[config.mk]
export PLATFORM = sky130hd
export DESIGN_NAME = fx2_stream_arbiter
export DESIGN_NICKNAME = d
export VERILOG_FILES = /design/src/rtl/fx2_stream_arbiter.sv
export SDC_FILE = /design/constraint.sdc
export NUM_CORES = 1
export LEC_CHECK = 0
export BUFFER_PORTS_ARGS = -buffer_cell sky130_fd_sc_hd__buf_4
export CAP_MARGIN = 5
export CORE_MARGIN = 2
export CORE_UTILIZATION = 35
export DETAILED_ROUTE_END_ITERATION = 10
export GPL_ROUTABILITY_DRIVEN = 0
export PLACE_DENSITY = 0.67
export SLEW_MARGIN = 20
export SYNTH_ARGS = -nofsm -noshare
export SYNTH_HDL_FRONTEND = slang
export SYNTH_SLANG_ARGS = --single-unit
[constraint.sdc]
create_clock -name STREAM_CLK -period 2.2 [get_ports STREAM_CLK]
set_clock_uncertainty 0.2 [all_clocks]
set_input_delay 0.44 -clock STREAM_CLK [delete_from_list [all_inputs] [get_ports STREAM_CLK]]
set_output_delay 0.44 -clock STREAM_CLK [all_outputs]
set_load 0.02 [all_outputs]
[src/rtl/fx2_stream_arbiter.sv]
// fx2_stream_arbiter: shares the FX2 slave-FIFO IN endpoint between two FWFT sources, one whole packet per grant, round-robin.
// Latency: 0 cycles source-to-pad; SLWR_n, SRCx_READ and USB_STREAM_DATA all act on the head word in the same cycle.
// Backpressure: FLAGS_N[1]=0 (endpoint full) stalls writes and PKTEND; sources are simply not popped. Optional macro: STREAM_HEADER_EN.
module fx2_stream_arbiter #(
  parameter int unsigned PKT_WORDS = 256,
  parameter int unsigned TIMEOUT   = 1024,
  parameter logic [1:0]  EP_ADDR   = 2'b10
) (
  input  logic        STREAM_CLK,
  input  logic        STREAM_RST,
  input  logic        ENABLE,
  input  logic [15:0] SRC0_DATA,
  input  logic        SRC0_EMPTY,
  output logic        SRC0_READ,
  input  logic [15:0] SRC1_DATA,
  input  logic        SRC1_EMPTY,
  output logic        SRC1_READ,
  input  logic [2:0]  USB_STREAM_FLAGS_N,
  input  logic        USB_STREAM_FX2Rdy,
  output logic [15:0] USB_STREAM_DATA,
  output logic        USB_STREAM_SLWR_n,
  output logic        USB_STREAM_PKTEND_N,
  output logic [1:0]  USB_STREAM_FIFOADDR,
  output logic        BUSY,
  output logic [15:0] PKT_CNT
);

  localparam int unsigned WCW = $clog2(PKT_WORDS);
  localparam int unsigned ICW = $clog2(TIMEOUT);
  localparam logic [WCW-1:0] WC_LAST = WCW'(PKT_WORDS - 1);
  localparam logic [ICW-1:0] IC_LAST = ICW'(TIMEOUT - 1);

  typedef enum logic [1:0] {
    ST_IDLE   = 2'd0,
    ST_WRITE  = 2'd1,
    ST_COMMIT = 2'd2
  } state_t;

  state_t         state_q, state_d;
  logic           grant_q, grant_d;
  logic           last_src_q, last_src_d;
  logic [WCW-1:0] word_cnt_q, word_cnt_d;
  logic [ICW-1:0] idle_cnt_q, idle_cnt_d;
  logic [15:0]    pkt_cnt_q, pkt_cnt_d;

  logic        space_ok;
  logic        grant_empty;
  logic [15:0] grant_data;
  logic        hdr_slot;
  logic        wr;
  logic        src_pop;
  logic        unused_flags;

  // Only the full flag matters; the other FX2 flags are not used here.
  assign unused_flags = ^{USB_STREAM_FLAGS_N[2], USB_STREAM_FLAGS_N[0]};

  assign space_ok    = USB_STREAM_FLAGS_N[1];
  assign grant_empty = grant_q ? SRC1_EMPTY : SRC0_EMPTY;
  assign grant_data  = grant_q ? SRC1_DATA : SRC0_DATA;

`ifdef STREAM_HEADER_EN
  // First slot of every packet carries the header; seq tracks committed packets,
  // which is exactly the low 7 bits of the packet counter.
  assign hdr_slot        = (word_cnt_q == '0);
  assign USB_STREAM_DATA = hdr_slot ? {8'hA5, grant_q, pkt_cnt_q[6:0]} : grant_data;
`else
  assign hdr_slot        = 1'b0;
  assign USB_STREAM_DATA = grant_data;
`endif

  // A header slot writes without needing source data and never pops a source.
  assign wr      = (state_q == ST_WRITE) && space_ok && (hdr_slot || !grant_empty);
  assign src_pop = wr && !hdr_slot;

  assign USB_STREAM_SLWR_n   = ~wr;
  assign USB_STREAM_PKTEND_N = ~((state_q == ST_COMMIT) && space_ok);
  assign SRC0_READ           = src_pop && !grant_q;
  assign SRC1_READ           = src_pop && grant_q;
  assign USB_STREAM_FIFOADDR = EP_ADDR;
  assign BUSY                = (state_q != ST_IDLE);
  assign PKT_CNT             = pkt_cnt_q;

  // Next-state: grant at packet boundaries, count words, close packets on size, timeout or disable.
  always_comb begin
    state_d    = state_q;
    grant_d    = grant_q;
    last_src_d = last_src_q;
    word_cnt_d = word_cnt_q;
    idle_cnt_d = idle_cnt_q;
    pkt_cnt_d  = pkt_cnt_q;
    unique case (state_q)
      ST_IDLE: begin
        if (ENABLE && USB_STREAM_FX2Rdy && (!SRC0_EMPTY || !SRC1_EMPTY)) begin
          state_d    = ST_WRITE;
          // Both ready: alternate. One ready: SRC0_EMPTY=1 implies source 1 is the ready one.
          grant_d    = (!SRC0_EMPTY && !SRC1_EMPTY) ? ~last_src_q : SRC0_EMPTY;
          word_cnt_d = '0;
          idle_cnt_d = '0;
        end
      end
      ST_WRITE: begin
        if (wr) begin
          idle_cnt_d = '0;
          if (word_cnt_q == WC_LAST) begin
            // Full packet: FX2 commits it by itself, no PKTEND.
            state_d    = ST_IDLE;
            last_src_d = grant_q;
            pkt_cnt_d  = pkt_cnt_q + 16'd1;
            word_cnt_d = '0;
          end else begin
            word_cnt_d = word_cnt_q + WCW'(1);
          end
        end else begin
          if (idle_cnt_q != IC_LAST) begin
            idle_cnt_d = idle_cnt_q + ICW'(1);
          end
          if ((idle_cnt_q == IC_LAST) || !ENABLE) begin
            if (word_cnt_q != '0) begin
              state_d = ST_COMMIT;
            end else begin
              // Nothing written: release the grant without a zero-length packet.
              state_d    = ST_IDLE;
              last_src_d = grant_q;
            end
          end
        end
      end
      ST_COMMIT: begin
        if (space_ok) begin
          state_d    = ST_IDLE;
          last_src_d = grant_q;
          pkt_cnt_d  = pkt_cnt_q + 16'd1;
        end
      end
      default: begin
        state_d = ST_IDLE;
      end
    endcase
  end

  // State registers; reset drops any open packet without committing it.
  always_ff @(posedge STREAM_CLK or posedge STREAM_RST) begin
    if (STREAM_RST) begin
      state_q    <= ST_IDLE;
      grant_q    <= 1'b0;
      last_src_q <= 1'b1;
      word_cnt_q <= '0;
      idle_cnt_q <= '0;
      pkt_cnt_q  <= 16'd0;
    end else begin
      state_q    <= state_d;
      grant_q    <= grant_d;
      last_src_q <= last_src_d;
      word_cnt_q <= word_cnt_d;
      idle_cnt_q <= idle_cnt_d;
      pkt_cnt_q  <= pkt_cnt_d;
    end
  end

endmodule

==> out/metrics.cfg, run 1 <==
[power_and_ir_drop]
peakVddDrop_mv=0.606
pwr-share-comb=0.546
power_frac_seq=0.256
p_sw_frac=0.383
switchingPower_mw=1.39
power_leakage_nw=1.57
clkPwrFrac=0.198
power.density_nw_per_um2=1090
p_int_mw=2.24
p_total_mw=3.63

[synthesis]
synthTopCellsByArea=dfrtp_1 41%, mux2_2 8.4%, xnor2_1 7.7%
ys_warn_count=0
yosysTopAreaCellShare=0.405
synth-xor-area-share=0.0805
synth_nets=277
synth_top_family_by_area=simple AND/OR/NAND/NOR gates
synth_edf_count=0
synthAdderAreaFrac=0.0384
synth_compound_area_frac=0.103
ys_types=52
syn_area_sq_um=2280
synthFlopType=dfrtp_1
synth_area_per_cell_sq_um=9.97
synth.area.mux_share=0.0975
yosysMostFrequentCell=dfrtp_1
yosys-top-cells-count=37 x dfrtp_1, 20 x xnor2_1, 19 x nand2_1
ys_ff_latch=38
synthArstFlopShare=1.00
ys_seq_area_frac=0.417
synth-simple-area-share=0.225
synth_top_area_cell=dfrtp_1
synth_cells=229

[clocking]
cts_tree=done
cts_htree_levels=2
clock_sinks=38
cts_buffers=5
cts-root-buf=clkbuf_8
path_clk_slew_ns=0.08
cts_hold_buf=0
clk_latency_ns=0.29
clockBufferDepth=2

[drt]
vias_per_cell=5.15
drc=0
routed-via-count=2108
postRouteAntennaNets=0
routed_wl_um=5610
firstDrtPassIters=5
wl_per_cell_um=13.7
drt_iter0_drc=101

[timing]
slew_violations=0
fin_crit_sh=0.994
rsz0062_at_grt=yes
hold_viol=0
timing.final.ws_setup_ns=0.0138
fmax_mhz=457
fin_crit_ns=2.19
final-setup-viol-count=0

[placement]
dpl_worst_slack_ns=-0.0292
dp_hpwl_um=4040
io_buffers=75
dpl-instance-area_sq_um=3070

[global_route]
antenna_found_initial=0
grt_pass1_wl_um=9720
track_usage=0.164
grt_max_degree=39
grt-ovfl-total=0
grt_pass1_vias=2082

[finish]
syn_to_final_growth_pct=46.4
final_area_sq_um=3340
finalNetCount=379
diodes=0
drive_gt1_frac=0.467

[job]
maxCapViolCount=0

[floorplan]
std_cell_rows=29
die_y_um=84.8
die_x_um=84.8
initial_utilization=0.362
io_pins=80
dieArea_sq_um=7190
coreArea_sq_um=6310

[worst_setup_path]
cp_max_fo=2
critPathCaptureType=register
start_kind=register
crit_type=reg2reg
rrSetupSlack_ns=0.01
critPathArrivalTime_ns=2.21
crit_required_ns=2.23

[run_status]
status=finished, final reports clean

[min_path]
hold_path.class=in2async

-- routing by layer --
metal	wire length (um)	share of wire	track usage
met5	0	0	0
met4	37	0.0066	0.0404
met3	263	0.047	0.0364
met2	2880	0.51	0.276
met1	2430	0.43	0.214
-- sequential cells by signal, indices dropped and copies added, names as in the netlist --
register / flops
last_src_q: 1
grant_q: 1
state_q: 2
word_cnt_q: 8
idle_cnt_q: 10
PKT_CNT: 16
-- critical path: stages, from the launching register on --
cell	delay, ns
dfrtp_1	0.39
inv_2	0.08
ha_4	0.13
or4b_4	0.45
o41ai_2	0.29
buf_4	0.16
nand4_1	0.11
mux2_4	0.32
-- final cells by class --
| class | instances | area [sq um] |
|---|---|---|
| clock buffer | 5 | 68.8 |
| fill | 575 | 2970 |
| tap | 77 | 96.3 |
| sequential | 38 | 952 |
| inverter | 10 | 37.5 |
| multi-input combinational | 174 | 1350 |
| clock inverter | 3 | 68.8 |
| timing repair buffer | 102 | 773 |
-- kinds of logic (layout without fill, tap and decap cells) --
kind of cell | count (synthesis) | count (layout)
AO/OA/AOI/OAI | 35 | 35
XOR/XNOR | 21 | 21
adder cells (fa/ha/maj) | 7 | 7
buffers and inverters | 17 | 120
flip-flops | 38 | 38
multiplexers | 20 | 20
other | 2 | 2
AND/OR/NAND/NOR | 89 | 89
-- power by group through the flow --
stage               logic [mW]  registers, mW  clock network [mW]
floorplan                 1.05          0.968                   0
global placement          1.76          0.925                   0
detailed placement        1.79          0.931                   0
CTS                       1.83          0.924               0.733
global route              2.16          0.945               0.764
finish                    1.98          0.930               0.717
-- placed cells by master (no fill, tap or decap), types with 3 or more instances in the layout --
cell type  instances
inv_2              4
clkbuf_8           5
xnor2_1           20
inv_1              6
a31oi_1            4
mux2_2            17
and3_1             6
nand3_1           14
nand2_1           19
ha_4               3
o21ai_0           12
nor4_2             3
dfrtp_1           37
nand4_1            7
a21oi_1            4
buf_4            100
and4_1             3
nor2_1            18
ha_1               4
-- stage by stage --
step,TNS (ns),utilization,std cells,hold slack [ns]
final,0,0.529,409,0.0519
after global routing,-0.194,0.529,409,0.0978
after CTS,0,0.515,405,0.0688
after detailed placement,-0.0531,0.487,397,0.267
after global placement,-0.0466,0.487,397,0.262
after floorplan,0,-,229,0.262
-- final timing paths --
check / cells after the start / to / start
worst max-delay path: 7 / last_src_q / word_cnt_q[1]
worst min-delay path: 3 / idle_cnt_q[9] / STREAM_RST
worst max register to register: 7 / last_src_q / word_cnt_q[1]
worst min register to register: 1 / PKT_CNT[15] / PKT_CNT[15]
max in group asynchronous: 3 / last_src_q / STREAM_RST
min in group STREAM_CLK: 2 / grant_q / SRC0_EMPTY
-- repair_timing --
item | in CTS | in global routing
hold endpoints to repair | 0 | 0
setup endpoints to repair | 7 | 18
setup buffers | 0 | 4
resized for setup | 7 | 15
pin swaps | 2 | 8
No activity file was read; power rests on OpenSTA's default activity.
==> run 2, diff against run 1 <==
Settings changed: CORE_UTILIZATION 35 to 50, PLACE_DENSITY 0.67 to 0.88.
Clock period 2.2 ns to 2.3 ns, I/O delays scaled along.
==> run 2 against run 1 <==
Sequential share of layout area is 2.5 points higher; largest cell class unchanged; largest power group unchanged; flip-flop and latch count stayed put; die area is 29% lower; non-clock buffer count is 16 lower; cell count is 10% lower; wire length is 1.6% lower; worst hold slack better by 0.014 ns; register-to-register slack better by 0.12 ns.
==> out/metrics.cfg, run 2 (synthesis gave the netlist of run 1 again) <==
[run_status]
status=finished, final reports clean

[drt]
drt_iter0_drc=151
wl_per_cell_um=15.0
vias_per_cell=5.65
routed-via-count=2080
postRouteAntennaNets=0
routed_wl_um=5520
drc=0
firstDrtPassIters=4

[finish]
fin_util=0.701
largest_reg_flops=16
final_common_cell=buf_4
diodes=0
multiInputGateArea_sq_um=1280
regArea_sq_um=952
layout_common_cells=86 x buf_4, 37 x dfrtp_1, 20 x xnor2_1, 19 x nand2_1, 18 x nor2_1
final_cells=368
syn_to_final_growth_pct=34.6
nFillCells=341
finalNetCount=363
drive_gt1_frac=0.399

[clocking]
clk_latency_ns=0.30
clockBufferDepth=2
cts_buffers=5
cts_htree_levels=2
clock_sinks=38
cts-root-buf=clkbuf_8
path_clk_slew_ns=0.08
cts_tree=done

[worst_setup_path]
start_kind=register
crit_type=reg2out
crit_required_ns=1.64
cp_max_fo=3
critPathArrivalTime_ns=1.59
critPathCaptureType=output port

[floorplan]
initial_utilization=0.521
coreArea_sq_um=4380
std_cell_rows=24
io_pins=80
dieArea_sq_um=5120
die_x_um=71.6
die_y_um=71.6

[global_route]
grt-ovfl-total=0
grt_pass1_vias=2020
grt_max_degree=39
antenna_found_initial=0
track_usage=0.225
grt_pass1_wl_um=9020

[timing]
hold_viol=0
fmax_mhz=445
final-setup-viol-count=0
fin_crit_ns=2.25
fin_crit_sh=0.977
finalSetupTns_ns=0
finalHoldWorstSlack_ns=0.0662
slew_violations=0
rsz0062_at_grt=yes

[min_path]
hold_path.class=in2async

[power_and_ir_drop]
p_total_mw=3.00
peakVddDrop_mv=0.506
power.density_nw_per_um2=976
power_leakage_nw=1.45

[placement]
dp_hpwl_um=4210
placed_cells_incl_taps=358
io_buffers=75

[job]
maxCapViolCount=0

## run 2: cell types whose count changed in the layout (fill, tap and decap cells not counted), sizes merged
cell,delta
buf,-16
bufinv,-2
clkbuf,+1
clkinvlp,+1
## run 2: layer usage
layer  global-route usage  part of all wire  vias up
li1                     -                 -      998
met5                    0                 0        -
met2                0.400              0.50       98
met4               0.0881             0.020        0
met3               0.0591              0.10       11
met1                0.259              0.38      973
## run 2: area by class of cell
cell class,count,share of cell area
timing repair buffer,86,0.210
inverter,10,0.0122
sequential,38,0.310
multi-input combinational,174,0.416
clock inverter,2,0.00407
clock buffer,6,0.0269
tap,52,0.0212
## run 2: critical path: stages, from the launching register on
cell and delay (ns):
dfrtp_1 0.38, mux2i_1 0.34, and3_1 0.25, inv_1 0.09, nor2_1 0.09, buf_4 0.14
## run 2: repair_timing
action	CTS	global route
setup endpoints to repair	0	9
gates resized for setup	0	4
setup buffers	0	2
hold buffers	0	0
## run 2: through the flow
step	cell area (sq um)	setup WS, ns
after CTS	3030	0.0164
final	3070	0.0522
after global routing	3070	-0.0305
after global placement	2940	0.0643
after detailed placement	2940	-0.0228
after floorplan	2280	0.134
## run 2: final timing paths
path                       slack [ns]             to  depth (start not counted)  startpoint
setup / recovery                 0.05      SRC0_READ                          5     grant_q
hold / removal                   0.07  word_cnt_q[4]                          3  STREAM_RST
setup reg to reg                 0.13  idle_cnt_q[6]                          7  state_q[1]
hold reg to reg                  0.30     PKT_CNT[4]                          1  PKT_CNT[4]
max in group asynchronous        1.49     last_src_q                          3  STREAM_RST
min in group STREAM_CLK          0.22        grant_q                          2  SRC0_EMPTY
## run 2: where the power goes
group	leakage [nW]	internal (mW)	switching (mW)
clock	0.0472	0.241	0.238
sequential	0.513	0.784	0.105
combinational	0.891	0.727	0.905
